<file path="src/rtl/arb_mux.sv">
// arb_mux: registered N-input packet multiplexer with valid/ready handshakes.
// A round-robin arbiter picks one input channel and stays locked to it until
// the last beat of its packet has been accepted. A forced-select mode bypasses
// the round-robin search. Every beat passes through a single output register,
// so the mux runs at one beat per cycle when downstream never stalls.
//
// Ports:
//   clk        clock, rising edge
//   rst        asynchronous active-high reset
//   in_valid   per-channel beat valid
//   in_ready   per-channel beat accepted (valid & ready)
//   in_data    packed channel data, channel i at [i*DATA_WIDTH +: DATA_WIDTH]
//   in_last    per-channel last beat of packet
//   force_en   1 = grant only force_sel
//   force_sel  channel granted while force_en = 1
//   out_valid  registered output beat valid
//   out_ready  downstream accepts beat
//   out_data   registered beat data
//   out_last   registered last flag
//   out_sel    source channel of the current output beat
module arb_mux #(
  parameter int DATA_WIDTH = 32,
  parameter int NUM_IN     = 4,
  localparam int SEL_W     = (NUM_IN > 1) ? $clog2(NUM_IN) : 1
) (
  input  logic                         clk,
  input  logic                         rst,
  input  logic [NUM_IN-1:0]            in_valid,
  output logic [NUM_IN-1:0]            in_ready,
  input  logic [NUM_IN*DATA_WIDTH-1:0] in_data,
  input  logic [NUM_IN-1:0]            in_last,
  input  logic                         force_en,
  input  logic [SEL_W-1:0]             force_sel,
  output logic                         out_valid,
  input  logic                         out_ready,
  output logic [DATA_WIDTH-1:0]        out_data,
  output logic                         out_last,
  output logic [SEL_W-1:0]             out_sel
);

  typedef enum logic {
    IDLE   = 1'b0,
    LOCKED = 1'b1
  } state_t;

  state_t                  state;
  logic [SEL_W-1:0]        grant;
  logic [SEL_W-1:0]        ptr;
  logic                    forced;

  logic                    can_accept;
  logic                    accept;
  logic                    g_valid;
  logic                    g_last;
  logic [DATA_WIDTH-1:0]   g_data;

  logic                    hi_found;
  logic                    lo_found;
  logic [SEL_W-1:0]        hi_idx;
  logic [SEL_W-1:0]        lo_idx;
  logic                    rr_found;
  logic [SEL_W-1:0]        rr_winner;
  logic                    force_ok;
  logic [SEL_W-1:0]        ptr_next;

  // The output register can take a new beat when empty or draining this cycle.
  assign can_accept = !out_valid || out_ready;

  // Granted-channel selection. in_ready depends only on state, grant and the
  // output register, never on in_valid.
  always_comb begin
    in_ready = '0;
    g_valid  = 1'b0;
    g_data   = '0;
    g_last   = 1'b0;
    for (int i = 0; i < NUM_IN; i++) begin
      if (grant == SEL_W'(i)) begin
        in_ready[i] = (state == LOCKED) && can_accept;
        g_valid     = in_valid[i];
        g_data      = in_data[i*DATA_WIDTH +: DATA_WIDTH];
        g_last      = in_last[i];
      end
    end
  end

  assign accept = (state == LOCKED) && can_accept && g_valid;

  // Round-robin search: the lowest valid index at or above ptr wins; if there
  // is none, the lowest valid index below ptr wins (wrap-around).
  always_comb begin
    hi_found = 1'b0;
    lo_found = 1'b0;
    hi_idx   = '0;
    lo_idx   = '0;
    for (int i = 0; i < NUM_IN; i++) begin
      if (in_valid[i]) begin
        if (SEL_W'(i) >= ptr) begin
          if (!hi_found) begin
            hi_found = 1'b1;
            hi_idx   = SEL_W'(i);
          end
        end else if (!lo_found) begin
          lo_found = 1'b1;
          lo_idx   = SEL_W'(i);
        end
      end
    end
    rr_found  = hi_found || lo_found;
    rr_winner = hi_found ? hi_idx : lo_idx;
  end

  // Out-of-range force_sel values match no channel and so never grant.
  always_comb begin
    force_ok = 1'b0;
    for (int i = 0; i < NUM_IN; i++) begin
      if (force_sel == SEL_W'(i) && in_valid[i]) begin
        force_ok = 1'b1;
      end
    end
  end

  assign ptr_next = (grant == SEL_W'(NUM_IN - 1)) ? '0 : grant + SEL_W'(1);

  always_ff @(posedge clk or posedge rst) begin
    if (rst) begin
      state     <= IDLE;
      grant     <= '0;
      ptr       <= '0;
      forced    <= 1'b0;
      out_valid <= 1'b0;
      out_data  <= '0;
      out_last  <= 1'b0;
      out_sel   <= '0;
    end else begin
      if (accept) begin
        out_valid <= 1'b1;
        out_data  <= g_data;
        out_last  <= g_last;
        out_sel   <= grant;
      end else if (out_valid && out_ready) begin
        out_valid <= 1'b0;
      end

      case (state)
        IDLE: begin
          if (force_en) begin
            if (force_ok) begin
              grant  <= force_sel;
              forced <= 1'b1;
              state  <= LOCKED;
            end
          end else if (rr_found) begin
            grant  <= rr_winner;
            forced <= 1'b0;
            state  <= LOCKED;
          end
        end
        LOCKED: begin
          if (accept && g_last) begin
            state <= IDLE;
            // Forced packets do not disturb round-robin fairness.
            if (!forced) begin
              ptr <= ptr_next;
            end
          end
        end
        default: state <= IDLE;
      endcase
    end
  end

endmodule

</file>
<file path="config.mk">
export PLATFORM = sky130hd
export DESIGN_NAME = arb_mux
export DESIGN_NICKNAME = d
export VERILOG_FILES = /design/src/rtl/arb_mux.sv
export SDC_FILE = /design/constraint.sdc
export NUM_CORES = 1
export LEC_CHECK = 0
export ABC_AREA = 1
export BUFFER_PORTS_ARGS = -buffer_cell sky130_fd_sc_hd__buf_2
export CAP_MARGIN = 20
export CORE_MARGIN = 2
export CORE_UTILIZATION = 39
export DETAILED_ROUTE_END_ITERATION = 6
export PLACE_DENSITY = 0.84
export SYNTH_ARGS = -nofsm -noshare
export SYNTH_HDL_FRONTEND = slang
export SYNTH_SLANG_ARGS = --single-unit
</file>
<file path="constraint.sdc">
create_clock -name clk -period 1.75 [get_ports clk]
set_clock_uncertainty 0.15 [all_clocks]
set_input_delay 0.4375 -clock clk [delete_from_list [all_inputs] [get_ports clk]]
set_output_delay 0.4375 -clock clk [all_outputs]
set_load 0.02 [all_outputs]
</file>
======== After elaboration in Yosys (flattened, before gate mapping) ========
Index checks and enable logic that the tools add are counted.
storage, ports and cells
  word-level logic and storage cells ...... 108
  output and inout port bits .............. 40
  bits in registers ....................... 42
cells by class
  bitwise gates (word level) .............. 2
  $add $sub $neg .......................... 1
  reductions and logical operators ........ 17
  equal/unequal tests ..................... 7
  order comparisons ....................... 4
  multiplexer cells ....................... 69
operators by type and width
  cell                   count
  $mux W32               4
  $mux W1                47
  $mux W2                17
  $eq A2 B2 Y1 const B   4
  $logic_and A1 B1 Y1    8
  $reduce_and A3 Y1      2
  $eq A2 B1 Y1 const B   2
  $ge A1 B2 Y1 const A   2
  $ge A2 B2 Y1 const A   2
  $logic_not A2 Y1       2
  $reduce_bool A2 Y1     2
  $add A2 B1 Y2 const B  1
  $logic_or A1 B1 Y1     2
  $ne A2 B1 Y1 const B   1
  $not A1 Y1             2
  $pmux W1 S2            1
  $logic_not A1 Y1       1

======== Depth between registers and ports, before layout ========
Gate-level depths: netlist of run 1.
  word-level depth ........................ 15
  gate-level depth with buffers ........... 12
  depth with buffers taken out ............ 11

======== Worst setup path after synthesis of run 1 ========
No wires, ideal clock.
  path type ............................... flip-flop to output port
  start point ............................. reg grant[0]
  end point ............................... out in_ready[3]
  cell stages (with the launch flop) ...... 6
  data required time ...................... 1.162 ns
  slack ................................... -0.286 ns
  data arrival time ....................... 1.449 ns
  path buffers ............................ 2
  cells stage by stage .................... dfrtp_1 ha_1 inv_1 clkbuf_1 clkbuf_1 nor2_1
between the ends
  word-level cells in the longest chain between the ends .. 2
RTL lines
  item                      line  RTL
  start: declaration        47    logic [SEL_W-1:0] grant;
  start signal: assignment  148   grant <= force_sel;
  start signal: assignment  153   grant <= rr_winner;
  $eq A2 B2 Y1              77    if (grant == SEL_W'(i)) begin
  $mux W1                   77
  end: declaration          29    output logic [NUM_IN-1:0] in_ready,
Every way passes these cells.

======== Worst setup path in the final report of run 1 ========
  start point ............................. reg grant[0]
  end point ............................... reg ptr[0]
between the ends
  word-level cells in the longest chain between the ends .. 8
  elaborated cells on any way between the ends .. 17
  those cells by class .................... add/sub (1); eq/ne (3); mux (9); reduce/logical (4)
RTL lines
  item                         line  RTL
  $logic_not A2 Y1             77
  $mux W1 (4 in a row)         77
  $logic_and A1 B1 Y1          86    assign accept = (state == LOCKED) && can_accept && g_valid;
  $logic_and A1 B1 Y1          159   if (accept && g_last) begin
  $reduce_and A3 Y1 (no line)  --
  end signal: assignment       163   ptr <= ptr_next;
  end: declaration             48    logic [SEL_W-1:0] ptr;
Parallel ways exist; a longest one is shown, timed or not.
A chain may end at the register's enable or synchronous reset.

==> out/metrics.cfg, run 1 <==
[clock_network]
numCtsBuffers = 5
cts_root_buf = clkbuf_8
cts_hold_buffers = 0
path_clk_slew_ns = 0.09
insertion_delay_ns = 0.30
cts.sink_count = 42
cts_max_path_buffers = 2
cts_tree = done
htreeDepth = 2

[floorplanning]
core-area_um2 = 7180
placementRows = 31
die_height_um = 89.8
ioPinCount = 182
initial_core_util = 0.400
die_x_um = 89.8
dieArea_um2 = 8060

[route]
avgRoutedWirePerCell_um = 14.5
drt_iter0_drc = 220
vias_per_cell = 5.05
drt_wl_total_um = 10900
via_count = 3794
drc = 0
detail-route-antenna-nets = 0
dr.pass1.iters = 5

[yosys]
syn-cell-area_um2 = 2870
synthesis.nets = 586
seq_area_frac_synth = 0.366
synth-seq-cells = 42
yosys-top-cells-count = nand2_1, dfrtp_1, o21ai_0
postSynth.asyncResetShare = 1.00
avgSynthCellArea_um2 = 6.52
synth_area_leaders = dfrtp_1, nand2_1, o211ai_1, o21ai_0, a21oi_1
synth_flop_cell = dfrtp_1
synth_edf_count = 0
synth.most_common_cell = nand2_1
synth_top_area_share = 0.366
post_synth_num_cell_types = 18
syn_inst = 440
ys_warn_count = 0
yosysTopAreaCell = dfrtp_1

[grt]
global_route.usage.total = 0.252
overflow = 0
antenna_found_initial = 0
grt_start_max_net_pins = 33
grt_pass1_vias = 3509
grt_pass1_wl_um = 16600

[timing]
clock.fmax_mhz = 497
post-route-period-util = 1.15
period_needed_ns = 2.01
finalHoldViolations = 0
relSlewSlack = 0.795
setup_viol = 43
fin_setup_tns_ns = -9.85
slew_viol_final = 0
rsz0062_at_grt = yes
hold_ws_ns = 0.0137
tightest_slew_ns = 0.307
worst_slack_ns = -0.264

[outcome]
violations = setup timing
status = complete, but fails checks

[final_layout]
finalNetCount = 798
antenna_cells = 0
area_delta_synth_final_pct = 63.2
final_cells = 752
drive_above_1_share = 0.432

[place]
gp_congestion = 0.850
hpwlAfterDp_um = 7660
numPortBuffers = 181
dp.cells = 719

[worst_setup_path]
crit_fanout = 6
start_kind = flop
endpoint_kind = flop
path_class = reg2reg
worst-endpoint-required_ns = 1.78
arrival_ns = 2.05

[pwr]
leakage_nw = 2.68
p_per_area_nw_per_um2 = 1930
vdd_drop_max_v = 0.00101
design_power_total_mw = 9.06

[hold_path]
holdCritPathClass = in2async

[job]
maxCapViolCount = 0

-- power breakdown --
group / switching (mW) / internal [mW] / total, mW
registers: 0.305 / 1.44 / 1.74
logic: 3.71 / 3.00 / 6.71
clock network: 0.331 / 0.284 / 0.615
-- flip-flops by register name (all words and copies together) (netlist names) --
signal	count
out_last	1
forced	1
state	1
out_data	32
out_valid	1
ptr	2
grant	2
out_sel	2
-- critical path: stages (launching register included) --
cell	delay, ns
dfrtp_2	0.47
buf_12	0.14
ha_4	0.16
buf_6	0.13
nand2_4	0.07
nand3_4	0.08
a21oi_4	0.21
buf_12	0.14
buf_12	0.12
nand3_4	0.08
nand2_2	0.08
nand2_2	0.04
-- metrics by stage --
| stage | worst slack, ns | cell area (um2) | util |
|---|---|---|---|
| final | -0.264 | 4680 | 0.653 |
| after global routing | -0.318 | 4680 | 0.653 |
| after CTS | -0.212 | 4420 | 0.616 |
| after detailed placement | -0.0848 | 4070 | 0.568 |
| after global placement | -0.0364 | 4070 | 0.568 |
| after floorplan | -0.0527 | 2940 | - |
-- final cells by class --
cell class,count,area [um2]
fill,604,2490
sequential,42,1050
clock buffer,8,80.1
multi-input combinational,347,1770
inverter,23,111
timing repair buffer,233,1550
tap,99,124
-- per-layer routing --
layer  global-route usage  vias to the layer above  wire length (um)
li1                     -                     1857                 -
met2                0.435                      172              5440
met3               0.0411                       27               743
met4               0.0936                        0               281
met1                0.320                     1738              4430
met5                    0                        -                 0
-- cell usage in the layout (no fill, tap or decap), types with 5 or more instances in the layout --
cell       count
nand2_2       13
clkbuf_16      5
nor2_4         5
inv_1         14
clkbuf_8       5
buf_2        177
buf_4         28
dfrtp_1       41
nand2_1      194
a21oi_1       33
buf_6         15
nor2_1         8
buf_12         7
o21ai_0       34
o211ai_1      32
-- cell families (layout without fill, tap and decap cells) --
| group | Yosys count | count (layout) | share of synthesized area |
|---|---|---|---|
| compound gates | 107 | 107 | 0.218 |
| buf+inv | 51 | 264 | 0.0816 |
| simple gates | 236 | 236 | 0.316 |
| fa+ha+maj | 4 | 4 | 0.0174 |
| flops | 42 | 42 | 0.366 |
-- path summary, 6_finish.rpt --
| path | start | to | slack [ns] | cells past startpoint |
|---|---|---|---|---|
| min in group clk | out_ready | out_valid$_DFFE_PP0P_ | 0.15 | 2 |
| worst min-delay path | rst | out_data[30]$_DFFE_PP0P_ | 0.01 | 3 |
| max in group asynchronous | rst | out_data[11]$_DFFE_PP0P_ | 1.18 | 3 |
| worst max-delay path | grant[0]$_DFFE_PP0P_ | ptr[0]$_DFFE_PP0P_ | -0.26 | 11 |
| worst min register to register | out_data[7]$_DFFE_PP0P_ | out_data[7]$_DFFE_PP0P_ | 0.32 | 2 |
| worst max register to register | grant[0]$_DFFE_PP0P_ | ptr[0]$_DFFE_PP0P_ | -0.26 | 11 |
-- repair_timing --
action | 4_1_cts | 5_1_grt
cloned | 2 | 7
resized for setup | 37 | 34
hold endpoints to repair | 0 | 0
endpoints found under the setup margin | 42 | 43
pin swaps | 6 | 7
setup buffers | 13 | 4
Note: power is estimated with default switching activity, not from simulation.
==> run 2: changes to the inputs <==
- ABC_AREA: 1 -> unset
- CORE_UTILIZATION: 39 -> 38
- TNS_END_PERCENT: unset -> 1
==> out/metrics.cfg, run 2 <==
[outcome]
status = complete, but fails checks
violations = setup timing

[timing]
setup_viol = 44  ; +2.3%
finalHoldViolations = 0  ; unchanged
relSlewSlack = 0.749  ; -0.0459
rsz0062_at_grt = yes
slew_viol_final = 0  ; unchanged
post-route-period-util = 1.21  ; +0.0553
tightest_slew_ns = 0.376  ; +0.0688 ns
period_needed_ns = 2.11  ; +0.0967 ns
hold_ws_ns = 0.0173  ; +0.00359 ns
worst_slack_ns = -0.360  ; -0.0967 ns
clock.fmax_mhz = 474  ; -4.6%

[route]
drt_wl_total_um = 9140  ; -16%
vias_per_cell = 5.26  ; +4.3%
via_count = 3268  ; -14%
drc = 0  ; unchanged
dr.pass1.iters = 5  ; unchanged
drt_iter0_drc = 124  ; -44%
avgRoutedWirePerCell_um = 14.7  ; +1.5%
detail-route-antenna-nets = 0  ; unchanged

[pwr]
combinationalPowerShare = 0.693  ; -0.047
p_sw_frac = 0.457  ; -0.0222
power.net_switching_mw = 3.42  ; -21%
leakage_nw = 2.09  ; -22%
vdd_drop_max_v = 0.000696  ; -31%
seq_power_share = 0.223  ; +0.031
p_clk_frac = 0.084  ; +0.016
design_power_total_mw = 7.48  ; -17%
power.internal_mw = 4.06  ; -14%
p_per_area_nw_per_um2 = 1790  ; -7.3%

[yosys]
synth_top_area_share = 0.386  ; +0.0201
yosysTopAreaCell = dfrtp_1
seq_area_frac_synth = 0.386  ; +0.0201
avgSynthCellArea_um2 = 8.17  ; +25%
synth_area_leaders = dfrtp_1, a221oi_1, nor2b_1, o21ai_0, a21oi_1
synth_flop_cell = dfrtp_1
postSynth.asyncResetShare = 1.00  ; unchanged
ys_warn_count = 0  ; unchanged
synth_edf_count = 0  ; unchanged
post_synth_num_cell_types = 37  ; +19
synth-seq-cells = 42  ; unchanged
synthesis.nets = 479  ; -18%
syn_inst = 333  ; -24%
syn-cell-area_um2 = 2720  ; -5.2%
synth.most_common_cell = dfrtp_1
yosys-top-cells-count = dfrtp_1, o21ai_0, a21oi_1, nand2_1, nor2b_1

[clock_network]
insertion_delay_ns = 0.28  ; -0.02 ns
cts_tree = done
cts_max_path_buffers = 2  ; unchanged
path_clk_slew_ns = 0.08  ; about the same
cts.sink_count = 42  ; unchanged
htreeDepth = 2  ; unchanged
numCtsBuffers = 5  ; unchanged
cts_root_buf = clkbuf_8

[final_layout]
antenna_cells = 0  ; unchanged
fin_area_um2 = 4170  ; -11%
area_delta_synth_final_pct = 53.4
regMostFlops = out_data
drive_above_1_share = 0.459  ; +0.0272
layout_commonest_cell = buf_2
finalNetCount = 670  ; -16%
most-common-layout-cells = buf_2, dfrtp_1, a21oi_1, nand2_1
largest_register_ffs = 32  ; unchanged

[grt]
grt_pass1_vias = 3040  ; -13%
overflow = 0  ; unchanged
grt_start_max_net_pins = 43  ; +30%
global_route.usage.total = 0.225  ; -0.0273
antenna_found_initial = 0  ; unchanged
grt_pass1_wl_um = 14000  ; -16%

[worst_setup_path]
arrival_ns = 2.13  ; +0.08 ns
start_kind = flop
endpoint_kind = flop
path_class = reg2reg
crit_fanout = 5  ; -1
worst-endpoint-required_ns = 1.77  ; about the same

[place]
pre_cts_slack_ns = -0.303  ; -0.218 ns
hpwlAfterDp_um = 7090  ; -7.4%
dpl-instance-area_um2 = 3950  ; -2.9%
numPortBuffers = 181  ; unchanged
gp_congestion = 0.936  ; +10%

[floorplanning]
die_x_um = 88.6  ; -1.3%
dieArea_um2 = 7850  ; -2.6%
ioPinCount = 182  ; unchanged
placementRows = 30  ; -3.2%
core-area_um2 = 6870  ; -4.3%
initial_core_util = 0.396  ; -0.00383
die_height_um = 88.6  ; -1.3%

[job]
maxCapViolCount = 0  ; unchanged

[hold_path]
holdCritPathClass = in2async

## run 2: cell count changes in the layout (fill, tap and decap cells not counted), moves of 5 or more
cell       change
o21ai_1       +23
a21oi_1        +5
a221oi_1      +31
nor2b_1       +31
buf_6         -14
nor2_4         -5
o211ai_1      -32
inv_1          -9
nand2_2       -13
nand2_1      -156
o21ai_0       -23
clkbuf_16      -5
nor3_1        +31
## run 2: cells by family (layout without fill, tap and decap cells)
| logic type | count (synthesis) | after routing | share of synthesized area |
|---|---|---|---|
| flops | 42 | 42 | 0.386 |
| compound gates | 122 | 122 | 0.286 |
| fa+ha+maj | 4 | 4 | 0.0184 |
| simple gates | 120 | 120 | 0.226 |
| mux | 6 | 6 | 0.0239 |
| buf+inv | 39 | 231 | 0.0598 |
## run 2: final cells by class
class | instances | area [um2]
Fill cell | 613 | 2700
Tap cell | 96 | 120
Clock buffer | 7 | 86.3
Timing Repair Buffer | 215 | 1280
Multi-Input combinational cell | 252 | 1600
Inverter | 8 | 30.0
Sequential cell | 42 | 1050
Clock inverter | 1 | 5.00
## run 2: routing by layer
metal  wire (um)  global-route usage  share of wire  vias up
met1        3630               0.275           0.40     1510
met4         159              0.0702          0.017        0
met2        4780               0.404           0.52      137
li1            -                   -              -     1601
met5           0                   0              0        -
met3         563              0.0392          0.062       20
## run 2: critical path, cell delays in order (launching register included)
cell	delay [ns]
dfrtp_1	0.42
buf_6	0.14
ha_4	0.17
nand3b_1	0.17
a221oi_2	0.28
a41o_1	0.26
nand3b_4	0.10
mux2_4	0.31
## run 2: power by group through the flow
stage / sequential, mW / clock [mW] / combinational, mW
CTS: 1.67 / 0.654 / 5.13
global route: 1.72 / 0.699 / 5.72
finish: 1.67 / 0.628 / 5.19
global placement: 1.66 / 0 / 4.59
floorplan: 2.07 / 0 / 2.79
detailed placement: 1.68 / 0 / 4.78
## run 2: worst paths after layout
kind / from / end / slack (ns) / cells past startpoint
min in group clk: in_data[100] / out_data[4]$_DFFE_PP0P_ / 0.28 / 3
min: rst / out_data[22]$_DFFE_PP0P_ / 0.02 / 3
min reg2reg: out_data[22]$_DFFE_PP0P_ / out_data[22]$_DFFE_PP0P_ / 0.33 / 2
max: grant[0]$_DFFE_PP0P_ / ptr[0]$_DFFE_PP0P_ / -0.36 / 7
max reg2reg: grant[0]$_DFFE_PP0P_ / ptr[0]$_DFFE_PP0P_ / -0.36 / 7
max in group asynchronous: rst / grant[1]$_DFFE_PP0P_ / 1.22 / 3
## run 2: stage by stage
stage,instances,TNS [ns],utilization
5_1_grt,621,-12.72,0.607
3_5_place_dp,611,-10.02,0.575
3_3_place_gp,611,-6.11,0.575
2_1_floorplan,333,-6.62,-
4_1_cts,621,-10.06,0.604
6_report,621,-10.26,0.607
## run 2: what timing repair did
| item | CTS | global route |
|---|---|---|
| pin swaps | 4 | 0 |
| gates cloned | 1 | 0 |
| hold endpoints to repair | 0 | 0 |
| endpoints found under the setup margin | 45 | 45 |
| resized for setup | 44 | 5 |
| buffers inserted | 1 | 0 |
| hold buffers | 0 | 0 |
